$ cat src/rtl/picoram_mem_arbiter_pkg.sv
// Shared definitions for the two-requester PicoRAM arbiter: FSM encoding,
// requester indices and a small decode helper.
package picoram_mem_arbiter_pkg;

    typedef enum logic [1:0] {
        ST_IDLE   = 2'd0,
        ST_ACCESS = 2'd1,
        ST_RESP   = 2'd2
    } state_t;

    localparam logic REQ_M0 = 1'b0;
    localparam logic REQ_M1 = 1'b1;
    localparam int   N_REQ  = 2;

    // A request with no byte enables is a read.
    function automatic logic is_read(input logic [3:0] wstrb);
        return (wstrb == 4'h0);
    endfunction

endpackage

$ cat src/rtl/picoram_rr_arb2.sv
// Two-way round-robin grant: a lone requester always wins, a contended
// request goes to whichever requester was not granted last time.
module picoram_rr_arb2
    import picoram_mem_arbiter_pkg::*;
(
    input  logic [N_REQ-1:0] i_valid,
    input  logic             i_last_grant,
    output logic             o_grant_valid,
    output logic             o_grant_idx
);

    always_comb begin
        o_grant_valid = |i_valid;
        o_grant_idx   = REQ_M0;
        if (&i_valid) begin
            o_grant_idx = ~i_last_grant;
        end else if (i_valid[REQ_M1]) begin
            o_grant_idx = REQ_M1;
        end
    end

endmodule

$ cat src/rtl/picoram_mem_arbiter.sv
// Arbitrates two simple valid/ready requesters onto one single-port SRAM
// with a registered read port; one access every three cycles.
//
// state  | meaning
// IDLE   | waiting for a request; grant and request fields latched on exit
// ACCESS | SRAM strobe driven for the granted request (gated by window check)
// RESP   | one-cycle ready pulse to the granted requester with read data
module picoram_mem_arbiter
    import picoram_mem_arbiter_pkg::*;
#(
    parameter int          MEM_WORDS = 1024,
    parameter int          AW        = 10,
    parameter logic [31:0] BASE_ADDR = 32'h0000_0000
) (
    input  logic          clk,
    input  logic          reset_n,

    input  logic          m0_valid,
    input  logic [31:0]   m0_addr,
    input  logic [31:0]   m0_wdata,
    input  logic [3:0]    m0_wstrb,
    output logic          m0_ready,
    output logic [31:0]   m0_rdata,

    input  logic          m1_valid,
    input  logic [31:0]   m1_addr,
    input  logic [31:0]   m1_wdata,
    input  logic [3:0]    m1_wstrb,
    output logic          m1_ready,
    output logic [31:0]   m1_rdata,

    output logic          mem_en,
    output logic [3:0]    mem_we,
    output logic [AW-1:0] mem_addr,
    output logic [31:0]   mem_wdata,
    input  logic [31:0]   mem_rdata
);

    localparam logic [32:0] WIN_BYTES = 33'(MEM_WORDS) << 2;

    state_t        r_state;
    state_t        w_state_nxt;
    logic          r_grant;
    logic          r_last_grant;
    logic [AW-1:0] r_waddr;
    logic [31:0]   r_wdata;
    logic [3:0]    r_wstrb;
    logic          r_in_win;

    logic          w_grant_valid;
    logic          w_grant_idx;
    logic [31:0]   w_sel_addr;
    logic [31:0]   w_sel_wdata;
    logic [3:0]    w_sel_wstrb;
    logic [31:0]   w_offset;
    logic          w_in_win;
    logic [31:0]   w_resp_data;

    picoram_rr_arb2 u_rr_arb2 (
        .i_valid       ({m1_valid, m0_valid}),
        .i_last_grant  (r_last_grant),
        .o_grant_valid (w_grant_valid),
        .o_grant_idx   (w_grant_idx)
    );

    assign w_sel_addr  = (w_grant_idx == REQ_M1) ? m1_addr  : m0_addr;
    assign w_sel_wdata = (w_grant_idx == REQ_M1) ? m1_wdata : m0_wdata;
    assign w_sel_wstrb = (w_grant_idx == REQ_M1) ? m1_wstrb : m0_wstrb;

    // Addresses below BASE_ADDR wrap to a huge offset and fail the window test.
    assign w_offset = w_sel_addr - BASE_ADDR;
    assign w_in_win = ({1'b0, w_offset} < WIN_BYTES);

    always_ff @(posedge clk or negedge reset_n) begin
        if (!reset_n) begin
            r_state      <= ST_IDLE;
            r_grant      <= REQ_M0;
            r_last_grant <= REQ_M1;
            r_waddr      <= '0;
            r_wdata      <= '0;
            r_wstrb      <= '0;
            r_in_win     <= 1'b0;
        end else begin
            r_state <= w_state_nxt;
            // Request fields are captured so a requester misbehaving after
            // the grant cannot corrupt the access already in flight.
            if (r_state == ST_IDLE && w_grant_valid) begin
                r_grant  <= w_grant_idx;
                r_waddr  <= w_offset[AW+1:2];
                r_wdata  <= w_sel_wdata;
                r_wstrb  <= w_sel_wstrb;
                r_in_win <= w_in_win;
            end
            if (r_state == ST_RESP) begin
                r_last_grant <= r_grant;
            end
        end
    end

    always_comb begin
        w_state_nxt = r_state;
        mem_en      = 1'b0;
        mem_we      = 4'h0;
        mem_addr    = r_waddr;
        mem_wdata   = r_wdata;
        m0_ready    = 1'b0;
        m1_ready    = 1'b0;
        m0_rdata    = 32'h0;
        m1_rdata    = 32'h0;
        w_resp_data = 32'h0;

        case (r_state)
            ST_IDLE: begin
                if (w_grant_valid) begin
                    w_state_nxt = ST_ACCESS;
                end
            end
            ST_ACCESS: begin
                mem_en      = r_in_win;
                mem_we      = r_in_win ? r_wstrb : 4'h0;
                w_state_nxt = ST_RESP;
            end
            ST_RESP: begin
                if (is_read(r_wstrb) && r_in_win) begin
                    w_resp_data = mem_rdata;
                end
                if (r_grant == REQ_M1) begin
                    m1_ready = 1'b1;
                    m1_rdata = w_resp_data;
                end else begin
                    m0_ready = 1'b1;
                    m0_rdata = w_resp_data;
                end
                w_state_nxt = ST_IDLE;
            end
            default: begin
                w_state_nxt = ST_IDLE;
            end
        endcase
    end

endmodule

$ cat config.mk
export PLATFORM = sky130hd
export DESIGN_NAME = picoram_mem_arbiter
export DESIGN_NICKNAME = d
export VERILOG_FILES = /design/src/rtl/picoram_mem_arbiter_pkg.sv /design/src/rtl/picoram_rr_arb2.sv /design/src/rtl/picoram_mem_arbiter.sv
export SDC_FILE = /design/constraint.sdc
export NUM_CORES = 1
export LEC_CHECK = 0
export BUFFER_PORTS_ARGS = -buffer_cell sky130_fd_sc_hd__buf_2
export CAP_MARGIN = 25
export CORE_AREA = 4 4 109 111
export DETAILED_ROUTE_END_ITERATION = 8
export DIE_AREA = 0 0 113 115
export PLACE_DENSITY = 0.75
export SYNTH_ARGS = -nofsm -noshare
export SYNTH_HDL_FRONTEND = slang
export SYNTH_HIERARCHICAL = 1
export SYNTH_SLANG_ARGS = --single-unit
$ cat constraint.sdc
create_clock -name clk -period 1.6 [get_ports clk]
set_input_delay 0.16 -clock clk [delete_from_list [all_inputs] [get_ports clk]]
set_output_delay 0.16 -clock clk [all_outputs]
set_load 0.02 [all_outputs]
==> results.tsv, run 1 <==
stage	metric	value	unit
global_routing	GRT Total Usage	17.6	%
synthesis	XOR/XNOR Fraction of Synth Area	0	%
synthesis	share of the synthesized area in the top cell type	42.5	%
worst_setup_path	end of the worst register-to-register path	r_in_win	
sta	fmax	501	MHz
min_path	type of the most critical hold path	input pin to flop	
route	number of iterations in the first detailed-routing pass	5	
die	Core Region	10800	um2
route	max layer used	met4	
layout	post-layout net count	776	
synthesis	post-synthesis simple-gate area fraction	27.8	%
synthesis	largest cells by area after synthesis	dfrtp_1 43%, mux2i_1 16%, and2_1 7.9%	
global_routing	largest net degree at the start of global routing	53	
route	detailed router's first-iteration violation count	125	
synthesis	Top FF cell, synth	dfrtp_1	
global_routing	number of global-route vias before repair	3534	
synthesis	Yosys cell types	31	
die	# rows	38	
synthesis	share of the synthesized area in compound gates (AO/OA/AOI/OAI)	8.67	%
die	floorplan die area	13000	um2
synthesis	Yosys reg bits	51	
layout	fraction of final layout cells with drive strength greater than 1	64.1	%
placed_design	Port-buffer cells	280	
die	Initial Utilization	27.3	%
global_routing	global-route wire length before repair	18200	um
global_routing	number of antenna violations at the first check in global routing	0	
power_and_ir_drop	overall power	6290	uW
status	failing checks	negative setup slack	
route	number of vias in the routed layout	3357	
worst_setup_path	Critical Path End Type	primary output	
clocking	clock tree root buffer cell	clkbuf_8	
synthesis	mean instance size in the synthesized netlist	9.37	um2
clocking	clock tree from TritonCTS	yes	
clocking	insertion delay to the later sink of the worst-skew pair	300	ps
worst_setup_path	worst r2r path cells	7	
clocking	level count of the clock H-tree	2	
power_and_ir_drop	cell area power density	1170	nW/um2
worst_setup_path	WP data required	1440	ps
route	average routed wire per standard cell	15.8	um
clocking	Worst-path clk slew	90	ps
synthesis	number of cells produced by synthesis	314	
sta	Slew Limit Fails	0	
synthesis	post-synthesis mux area share	16.0	%
layout	number of filler cells placed in the layout	999	
layout	share of the core filled with cells in the final layout	49.9	%
min_path	worst hold stages	3	
route	ratio of routed vias to standard cells	4.51	
layout	area growth from synthesis to final layout	83.1	%
layout	area taken by flip-flops and latches	1280	um2
status	run status	finished, violations left	
synthesis	net count after synthesis	486	
route	DRC violations left	0	
sta	unrepaired setup endpoints after global routing	true	
clocking	Num CTS Buffers	5	
route	number of antenna-violating nets in the routed design	0	
global_routing	final global-route overflow total	0	
synthesis	number of synthesized flops with an enable pin	0	
layout	multi-input combinational cell area	1700	um2
synthesis	total standard cell area after synthesis	2940	um2
route	met1 wire length	4340	um
synthesis	fraction of the mapped netlist area in adder cells	0	%
route	met2 wire length	6080	um
synthesis	Syn. warnings	6	
die	floorplan die width	113	um
synthesis	cell accounting for the most synthesized area	dfrtp_1	
worst_setup_path	Reg2Reg Launch Point	r_last_grant	
worst_setup_path	CP max FO	8	
sta	worst setup slack after layout	-396	ps
sta	final setup fails	64	
sta	worst rel slew slack	67.0	%
sta	min cycle time layout	2000	ps
min_path	endpoint of the worst hold path	r_wstrb[2]	
sta	share of the clock period used by the worst path	125	%
synthesis	Async S/R FF share, synth	100	%
worst_setup_path	setup slack of the worst register-to-register path	40	ps
power_and_ir_drop	leakage	0.00278	uW
die	overall die height	115	um
worst_setup_path	worst setup path class	flop to primary output	
route	final wirelength	11800	um
placed_design	weighted congestion reported at the end of routability-driven placement	0.874	
sta	Slew @ Worst Pin	494	ps
placed_design	DPL Wire Length	8970	um
sta	clk_skew	2.03	ps
layout	antenna diode instance count	0	
synthesis	share of synthesized area occupied by flip-flops and latches	43.4	%
clocking	Bufs on Longest Clock Path	2	
clocking	total number of clock tree sinks	51	
sta	Final Hold Viols	0	
min_path	Hold Crit Start	m0_wstrb[2]	
worst_setup_path	critical path launch point type	flop	
die	# IOs	285	
synthesis	combinational family with the most area after synthesis	simple AND/OR/NAND/NOR gates	
power_and_ir_drop	Worst VDD drop	0.000695	V
route	WL met3	974	um
job	max-cap viol count	0	
worst_setup_path	Data arrival, critical path	1840	ps
## critical path: stages, from the launching register on
cell       delay, ps
dfrtp_1          410
nor4_4           300
nand2_2          130
nor2_4           170
buf_6            130
clkbuf_16        150
and2_4           140
buf_6            110
## sequential cells by signal, summed over array words and instances, names as in the netlist
signal and flops:
mem_addr 10, r_last_grant 1, r_grant 1, r_in_win 1
r_wstrb 4, r_state 2, mem_wdata 32
## per-stage QoR
step / instance area (um2) / cells / TNS (ps) / hold slack [ps] / setup WS [ps]
floorplan: 2940 / 314 / 0 / -136 / 101
global placement: 4610 / 729 / -9490 / 153 / -163
detailed placement: 4610 / 729 / -9620 / 153 / -177
CTS: 5310 / 742 / -24410 / 135 / -407
global route: 5390 / 745 / -28700 / 147 / -482
finish: 5390 / 745 / -22630 / 153 / -396
## where the power goes
group	internal, uW	switching [uW]	total, uW
combinational	1280	1940	3220
sequential	1920	349	2270
clock	395	407	803
total	3600	2690	6290
## logic make-up (layout without fill, tap and decap cells)
kind of cell	count (synthesis)	count (layout)
AOI/OAI and AO/OA	50	50
DFF	51	51
muxes	47	47
buffers and inverters	24	315
and+or+nand+nor	142	142
## per-layer routing
metal | vias up | GRT usage (%)
li1 | 1642 | -
met1 | 1515 | 19.7
met2 | 178 | 32.7
met3 | 22 | 4.11
met4 | 0 | 5.93
met5 | - | 0
## final cells by class
type,count,area share [%]
repair buffers,305,39.4
multi-input cells,239,31.6
well taps,140,3.25
clock buffers,8,1.86
inverters,2,0.139
flip-flops and latches,51,23.7
## synth_stat cells (2+ instances only)
cell type  number
a21oi_1        46
and2_1         37
and2_2         28
and3_1          3
buf_2          12
buf_4           2
clkbuf_1        2
clkbuf_2        6
dfrtp_1        50
inv_1           2
mux2i_1        46
nand2_1         4
nand4_1         2
nor2_1         49
nor4_1          9
## timing repair
action | CTS | global route
hold buffers | 1 | 0
setup endpoints to repair | 71 | 66
buffers inserted | 3 | 2
hold endpoints to repair | 19 | 0
pin swaps | 10 | 32
cloned | 2 | 1
gates resized for setup | 160 | 14
## cells in the final DEF (no fill, tap or decap), types with 7 or more instances in the layout
cell type  count
mux2i_1       46
a21oi_1       46
dfrtp_1       50
clkbuf_8       7
buf_6         64
and2_2        28
buf_2        216
nor2_1        49
and2_4        34
buf_4         15
## worst max path at each step
stage | startpoint | end | slack, ps | cells after the start
finish | r_wstrb[3] | m1_rdata[15] | -400 | 7
global route | r_wstrb[1] | m1_rdata[15] | -480 | 7
CTS | r_wstrb[2] | m1_rdata[17] | -410 | 7
detailed placement | r_wstrb[2] | m0_rdata[10] | -180 | 6
global placement | r_wstrb[2] | m0_rdata[0] | -160 | 6
floorplan | r_wstrb[2] | m0_rdata[4] | 100 | 5
Power figures use the tool's default switching activity.
==> inputs of run 2 (changes only) <==
--- a/config.mk
+++ b/config.mk
@@ -8,6 +8,7 @@
 export BUFFER_PORTS_ARGS = -buffer_cell sky130_fd_sc_hd__buf_2
 export CAP_MARGIN = 25
 export CORE_AREA = 4 4 109 111
+export CTS_BUF_LIST = sky130_fd_sc_hd__clkbuf_16
 export DETAILED_ROUTE_END_ITERATION = 8
 export DIE_AREA = 0 0 113 115
 export PLACE_DENSITY = 0.75
@@ -15,3 +16,4 @@
 export SYNTH_HDL_FRONTEND = slang
 export SYNTH_HIERARCHICAL = 1
 export SYNTH_SLANG_ARGS = --single-unit
+export TNS_END_PERCENT = 10
==> run 2 against run 1 <==
Against the previous run:
- the run still ends with negative setup slack left
- routed wire length shrank 3.9%
- sequential power barely moved
- register-to-register slack worse by 120 ps
- power is 2.1% higher
- setup slack improved by 60 ps
- critical path depth fell by 1
- flip-flop and latch count did not move
- combinational power shrank 2%
- die area stayed put
- clock skew increased by 3.0 ps
- maximum frequency rose by 3.1%
- highest routed layer unchanged
==> results.tsv, run 2 (synthesis results as in run 1) <==
stage	metric	value	unit
sta	fmax	516	MHz
layout	commonest cells after routing, fill and taps aside	216 x buf_2, 63 x buf_6, 50 x dfrtp_1, 49 x nor2_1	
sta	Final Hold Viols	0	
clocking	insertion delay to the later sink of the worst-skew pair	280	ps
sta	Min Hold Slack	169	ps
layout	number of filler cells placed in the layout	1015	
layout	post-layout net count	770	
power_and_ir_drop	leakage	0.00273	uW
sta	clk_skew	5.06	ps
global_routing	number of global-route vias before repair	3435	
layout	most common cell after layout, fill and taps aside	buf_2	
sta	worst setup slack after layout	-336	ps
job	max-cap viol count	0	
placed_design	instance area at placement	4610	um2
die	Initial Utilization	27.3	%
route	number of antenna-violating nets in the routed design	0	
min_path	Hold Crit Start	m0_wdata[7]	
layout	area growth from synthesis to final layout	79.2	%
global_routing	number of antenna violations at the first check in global routing	0	
global_routing	GRT Total Usage	16.6	%
sta	worst rel slew slack	66.8	%
clocking	total number of clock tree sinks	51	
clocking	Bufs on Longest Clock Path	2	
clocking	clock tree root buffer cell	clkbuf_16	
status	failing checks	negative setup slack	
worst_setup_path	worst setup path class	flop to primary output	
layout	flip-flop count of the largest register after layout	32	
worst_setup_path	setup slack of the worst register-to-register path	-80	ps
layout	fraction of final layout cells with drive strength greater than 1	60.9	%
sta	min cycle time layout	1940	ps
worst_setup_path	worst r2r path cells	7	
sta	Slew Limit Fails	0	
sta	final setup fails	65	
layout	antenna diode instance count	0	
route	average routed wire per standard cell	15.3	um
min_path	worst hold stages	3	
clocking	Worst-path clk slew	60	ps
worst_setup_path	Reg2Reg Launch Point	r_last_grant	
power_and_ir_drop	Worst VDD drop	0.000696	V
clocking	clock tree from TritonCTS	yes	
worst_setup_path	CP max FO	32	
die	# rows	38	
die	# IOs	285	
worst_setup_path	critical path launch point type	flop	
placed_design	placed cells	729	
power_and_ir_drop	overall power	6430	uW
layout	Post-Layout Cell Count	739	
worst_setup_path	WP data required	1440	ps
route	number of vias in the routed layout	3318	
sta	unrepaired setup endpoints after global routing	true	
global_routing	final global-route overflow total	0	
die	floorplan die width	113	um
layout	area of all placed cells without fillers	5270	um2
clocking	level count of the clock H-tree	2	
worst_setup_path	end of the worst register-to-register path	r_in_win	
die	Core Region	10800	um2
sta	Slew @ Worst Pin	498	ps
die	overall die height	115	um
clocking	Post-CTS Setup Inserts	0	
sta	share of the clock period used by the worst path	121	%
route	ratio of routed vias to standard cells	4.49	
global_routing	global-route wire length before repair	17200	um
placed_design	Port-buffer cells	280	
route	number of iterations in the first detailed-routing pass	6	
worst_setup_path	Data arrival, critical path	1780	ps
min_path	endpoint of the worst hold path	mem_wdata[7]	
status	run status	finished, violations left	
worst_setup_path	Critical Path End Type	primary output	
route	detailed router's first-iteration violation count	142	
placed_design	DPL Wire Length	8970	um
die	floorplan die area	13000	um2
min_path	type of the most critical hold path	input pin to flop	
route	final wirelength	11300	um
placed_design	weighted congestion reported at the end of routability-driven placement	0.874	
global_routing	largest net degree at the start of global routing	53	
route	DRC violations left	0	
clocking	Num CTS Buffers	5	
power_and_ir_drop	cell area power density	1220	nW/um2
[run 2: area by class of cell]
| cell class | instances | area [um2] | share of cell area [%] |
|---|---|---|---|
| inverter | 2 | 7.51 | 0.142 |
| clock inverter | 3 | 11.3 | 0.214 |
| clock buffer | 5 | 125 | 2.37 |
| timing repair buffer | 299 | 2020 | 38.4 |
| multi-input combinational | 239 | 1650 | 31.4 |
| sequential | 51 | 1280 | 24.2 |
| tap | 140 | 175 | 3.32 |
[run 2: through the flow]
stage / setup TNS (ps) / util [%] / setup slack (ps)
floorplan: 0 / - / 101
global placement: -9490 / 42.8 / -163
detailed placement: -9620 / 42.8 / -177
CTS: -24360 / 47.5 / -406
global route: -26330 / 48.9 / -453
finish: -19300 / 48.9 / -336
[run 2: layer usage]
| layer | up-vias | part of all wire (%) | global-route usage [%] | wire length, um |
|---|---|---|---|---|
| li1 | 1632 | - | - | - |
| met1 | 1498 | 37 | 18.3 | 4160 |
| met2 | 172 | 52 | 31.0 | 5880 |
| met3 | 16 | 8.8 | 4.16 | 991 |
| met4 | 0 | 2.4 | 5.45 | 271 |
| met5 | - | 0 | 0 | 0 |
[run 2: worst max-delay path by stage]
| stage | to | from | cells after the start |
|---|---|---|---|
| after floorplan | m0_rdata[4] | r_wstrb[2] | 5 |
| after global placement | m0_rdata[0] | r_wstrb[2] | 6 |
| after detailed placement | m0_rdata[10] | r_wstrb[2] | 6 |
| after CTS | m0_rdata[10] | r_wstrb[2] | 6 |
| after global routing | m0_rdata[17] | r_wstrb[2] | 6 |
| final | m0_rdata[15] | r_wstrb[2] | 6 |
[run 2: critical path: stages, from the launching register on]
cell	delay [ps]
dfrtp_1	420
nor4_4	300
nand2_2	130
nor3_4	160
buf_12	180
and2_2	170
buf_6	120
[run 2: power by group]
group | switching (uW) | internal [uW]
registers | 354 | 1920
logic | 1910 | 1240
clock network | 430 | 563
total | 2700 | 3730
[run 2: repair_timing]
| action | CTS | global route |
|---|---|---|
| endpoints found under the hold margin | 19 | 0 |
| pin swaps | 0 | 20 |
| setup endpoints to repair | 71 | 68 |
| resized for setup | 118 | 38 |
| hold buffers | 1 | 0 |
| cloned | 0 | 1 |
==> inputs of run 3 (changes only) <==
--- a/config.mk
+++ b/config.mk
@@ -7,13 +7,13 @@
 export LEC_CHECK = 0
 export BUFFER_PORTS_ARGS = -buffer_cell sky130_fd_sc_hd__buf_2
 export CAP_MARGIN = 25
-export CORE_AREA = 4 4 109 111
+export CORE_AREA = 4 4 108 110
 export CTS_BUF_LIST = sky130_fd_sc_hd__clkbuf_16
+export CTS_CLUSTER_SIZE = 10
 export DETAILED_ROUTE_END_ITERATION = 8
-export DIE_AREA = 0 0 113 115
+export DIE_AREA = 0 0 112 114
 export PLACE_DENSITY = 0.75
 export SYNTH_ARGS = -nofsm -noshare
 export SYNTH_HDL_FRONTEND = slang
-export SYNTH_HIERARCHICAL = 1
 export SYNTH_SLANG_ARGS = --single-unit
 export TNS_END_PERCENT = 10
==> run 3 against run 2 <==
Against the previous run:
- the run still ends with negative setup slack left
- combinational power shrank 5%
- clock power shrank 0.7%
- area after synthesis shrank 0.89%
- power shrank 2.8%
- worst hold slack lost 7.5 ps
- global-route usage shrank 0.85 points
- critical path type unchanged
- highest routed layer unchanged
==> results.tsv, run 3 <==
stage	metric	value	unit
layout	share of the core filled with cells in the final layout	46.4	%
synthesis	share of the synthesized area in compound gates (AO/OA/AOI/OAI)	9.31	%
die	floorplan die width	112	um
status	run status	finished, violations left	
sta	final setup fails	64	
global_routing	global-route wire length before repair	16200	um
clocking	Num CTS Buffers	5	
clocking	Bufs on Longest Clock Path	2	
global_routing	number of global-route vias before repair	3232	
synthesis	Yosys reg bits	51	
clocking	insertion delay to the later sink of the worst-skew pair	280	ps
placed_design	instance area at placement	4560	um2
die	# rows	38	
power_and_ir_drop	leakage	0.00276	uW
synthesis	Syn. warnings	0	
global_routing	largest net degree at the start of global routing	57	
synthesis	net count after synthesis	483	
route	ratio of routed vias to standard cells	4.39	
synthesis	post-synthesis mux area share	15.8	%
route	number of vias in the routed layout	3227	
synthesis	share of synthesized area occupied by flip-flops and latches	43.8	%
worst_setup_path	worst setup path class	flop to primary output	
synthesis	mean instance size in the synthesized netlist	9.38	um2
route	DRC violations left	0	
die	Initial Utilization	27.3	%
placed_design	minimum setup slack after placement	-175	ps
status	failing checks	negative setup slack	
route	average routed wire per standard cell	14.3	um
route	number of iterations in the first detailed-routing pass	4	
route	detailed router's first-iteration violation count	111	
global_routing	number of antenna violations at the first check in global routing	2	
sta	unrepaired setup endpoints after global routing	true	
worst_setup_path	critical path launch point type	flop	
sta	clk_skew	7.98	ps
clocking	total number of clock tree sinks	51	
power_and_ir_drop	cell area power density	1260	nW/um2
sta	share of the clock period used by the worst path	122	%
sta	Final Hold Viols	0	
sta	worst setup slack after layout	-348	ps
synthesis	Top FF cell, synth	dfrtp_1	
layout	most common cell after layout, fill and taps aside	buf_2	
synthesis	number of cells produced by synthesis	311	
sta	min cycle time layout	1950	ps
worst_setup_path	CP max FO	32	
global_routing	GRT Total Usage	15.7	%
clocking	Post-CTS Setup Inserts	0	
sta	Slew @ Worst Pin	505	ps
synthesis	XOR/XNOR Fraction of Synth Area	0	%
layout	area of all placed cells without fillers	4960	um2
route	final wirelength	10500	um
worst_setup_path	worst r2r path cells	4	
die	# IOs	285	
die	floorplan die area	12800	um2
synthesis	synth cell count leaders	57 x and2_1, 50 x dfrtp_1, 50 x nand2_1	
synthesis	post-synthesis simple-gate area fraction	26.3	%
synthesis	dominant cell by count in the synthesized netlist	and2_1	
synthesis	combinational family with the most area after synthesis	simple AND/OR/NAND/NOR gates	
power_and_ir_drop	overall power	6250	uW
sta	fmax	513	MHz
clocking	Worst-path clk slew	60	ps
placed_design	weighted congestion reported at the end of routability-driven placement	0.932	
layout	flip-flop count of the largest register after layout	32	
layout	post-layout net count	766	
die	overall die height	114	um
synthesis	largest cells by area after synthesis	dfrtp_1 43%, mux2i_1 16%, and2_1 12%	
min_path	type of the most critical hold path	input pin to flop	
sta	worst rel slew slack	66.4	%
worst_setup_path	Data arrival, critical path	1790	ps
placed_design	DPL Wire Length	8900	um
synthesis	total standard cell area after synthesis	2920	um2
layout	area growth from synthesis to final layout	70.1	%
clocking	level count of the clock H-tree	2	
layout	commonest cells after routing, fill and taps aside	231 x buf_2, 53 x and2_1, 50 x dfrtp_1, 49 x nand2_1, 46 x mux2i_1	
synthesis	cell accounting for the most synthesized area	dfrtp_1	
min_path	worst hold stages	3	
layout	fraction of final layout cells with drive strength greater than 1	54.1	%
power_and_ir_drop	Worst VDD drop	0.000552	V
synthesis	share of the synthesized area in the top cell type	42.9	%
die	Core Region	10700	um2
clocking	clock tree root buffer cell	clkbuf_16	
global_routing	final global-route overflow total	0	
synthesis	Yosys cell types	29	
synthesis	fraction of the mapped netlist area in adder cells	0	%
clocking	clock tree from TritonCTS	yes	
synthesis	number of synthesized flops with an enable pin	0	
synthesis	Async S/R FF share, synth	100	%
worst_setup_path	WP data required	1440	ps
placed_design	Port-buffer cells	280	
job	max-cap viol count	0	
route	number of antenna-violating nets in the routed design	0	
sta	Slew Limit Fails	0	
worst_setup_path	Critical Path End Type	primary output	
run 3: where the power goes:
group          switching, uW  internal, uW
clock network            425           562
registers                338          1930
logic                   1870          1120
total                   2630          3610
run 3: repair_timing:
item / 4_1_cts / 5_1_grt
resized for setup: 60 / 24
pin swaps: 1 / 3
hold endpoints to repair: 19 / 0
setup endpoints to repair: 65 / 69
hold buffers: 1 / 0
run 3: cells by family after synthesis:
logic type             count (synthesis)
AND/OR/NAND/NOR                      140
flip-flops                            51
AO/OA/AOI/OAI                         51
buffers and inverters                 23
multiplexers                          46
run 3: cell type report:
cell class	instances	area, um2
Fill cell	1057	5740
Timing Repair Buffer	297	1820
Multi-Input combinational cell	237	1540
Sequential cell	51	1280
Tap cell	140	175
Clock buffer	5	125
Clock inverter	1	7.51
Inverter	2	7.51
Antenna cell	2	5.00
run 3: critical path, stage by stage, from the launching register on:
cell and delay (ps):
dfrtp_1 390, nor4_2 280, buf_4 160, nand2_4 60
nor3_4 140, buf_12 190, and2_1 150, buf_4 140
run 3: layer usage:
| metal | vias to the layer above | GRT usage [%] | wire, um |
|---|---|---|---|
| met5 | - | 0 | 0 |
| met3 | 12 | 3.93 | 981 |
| met2 | 173 | 30.2 | 5530 |
| li1 | 1616 | - | - |
| met4 | 0 | 4.89 | 242 |
| met1 | 1426 | 16.9 | 3770 |
run 3: path summary, 6_finish.rpt:
path                               start       endpoint  slack (ps)
setup reg to reg            r_last_grant     r_wstrb[3]         170
max in group asynchronous        reset_n     r_wstrb[3]         690
hold reg to reg            mem_wdata[10]  mem_wdata[10]         470
hold / removal              m0_wdata[31]  mem_wdata[31]         160
min in group asynchronous        reset_n  mem_wdata[21]         370
setup / recovery              r_wstrb[3]    m0_rdata[6]        -350
run 3: through the flow:
step	std cells	setup TNS (ps)	hold slack, ps
after global routing	735	-29790	170
after global placement	726	-8810	157
after CTS	733	-22400	158
after floorplan	311	0	-136
after detailed placement	726	-9800	160
final	735	-19990	162
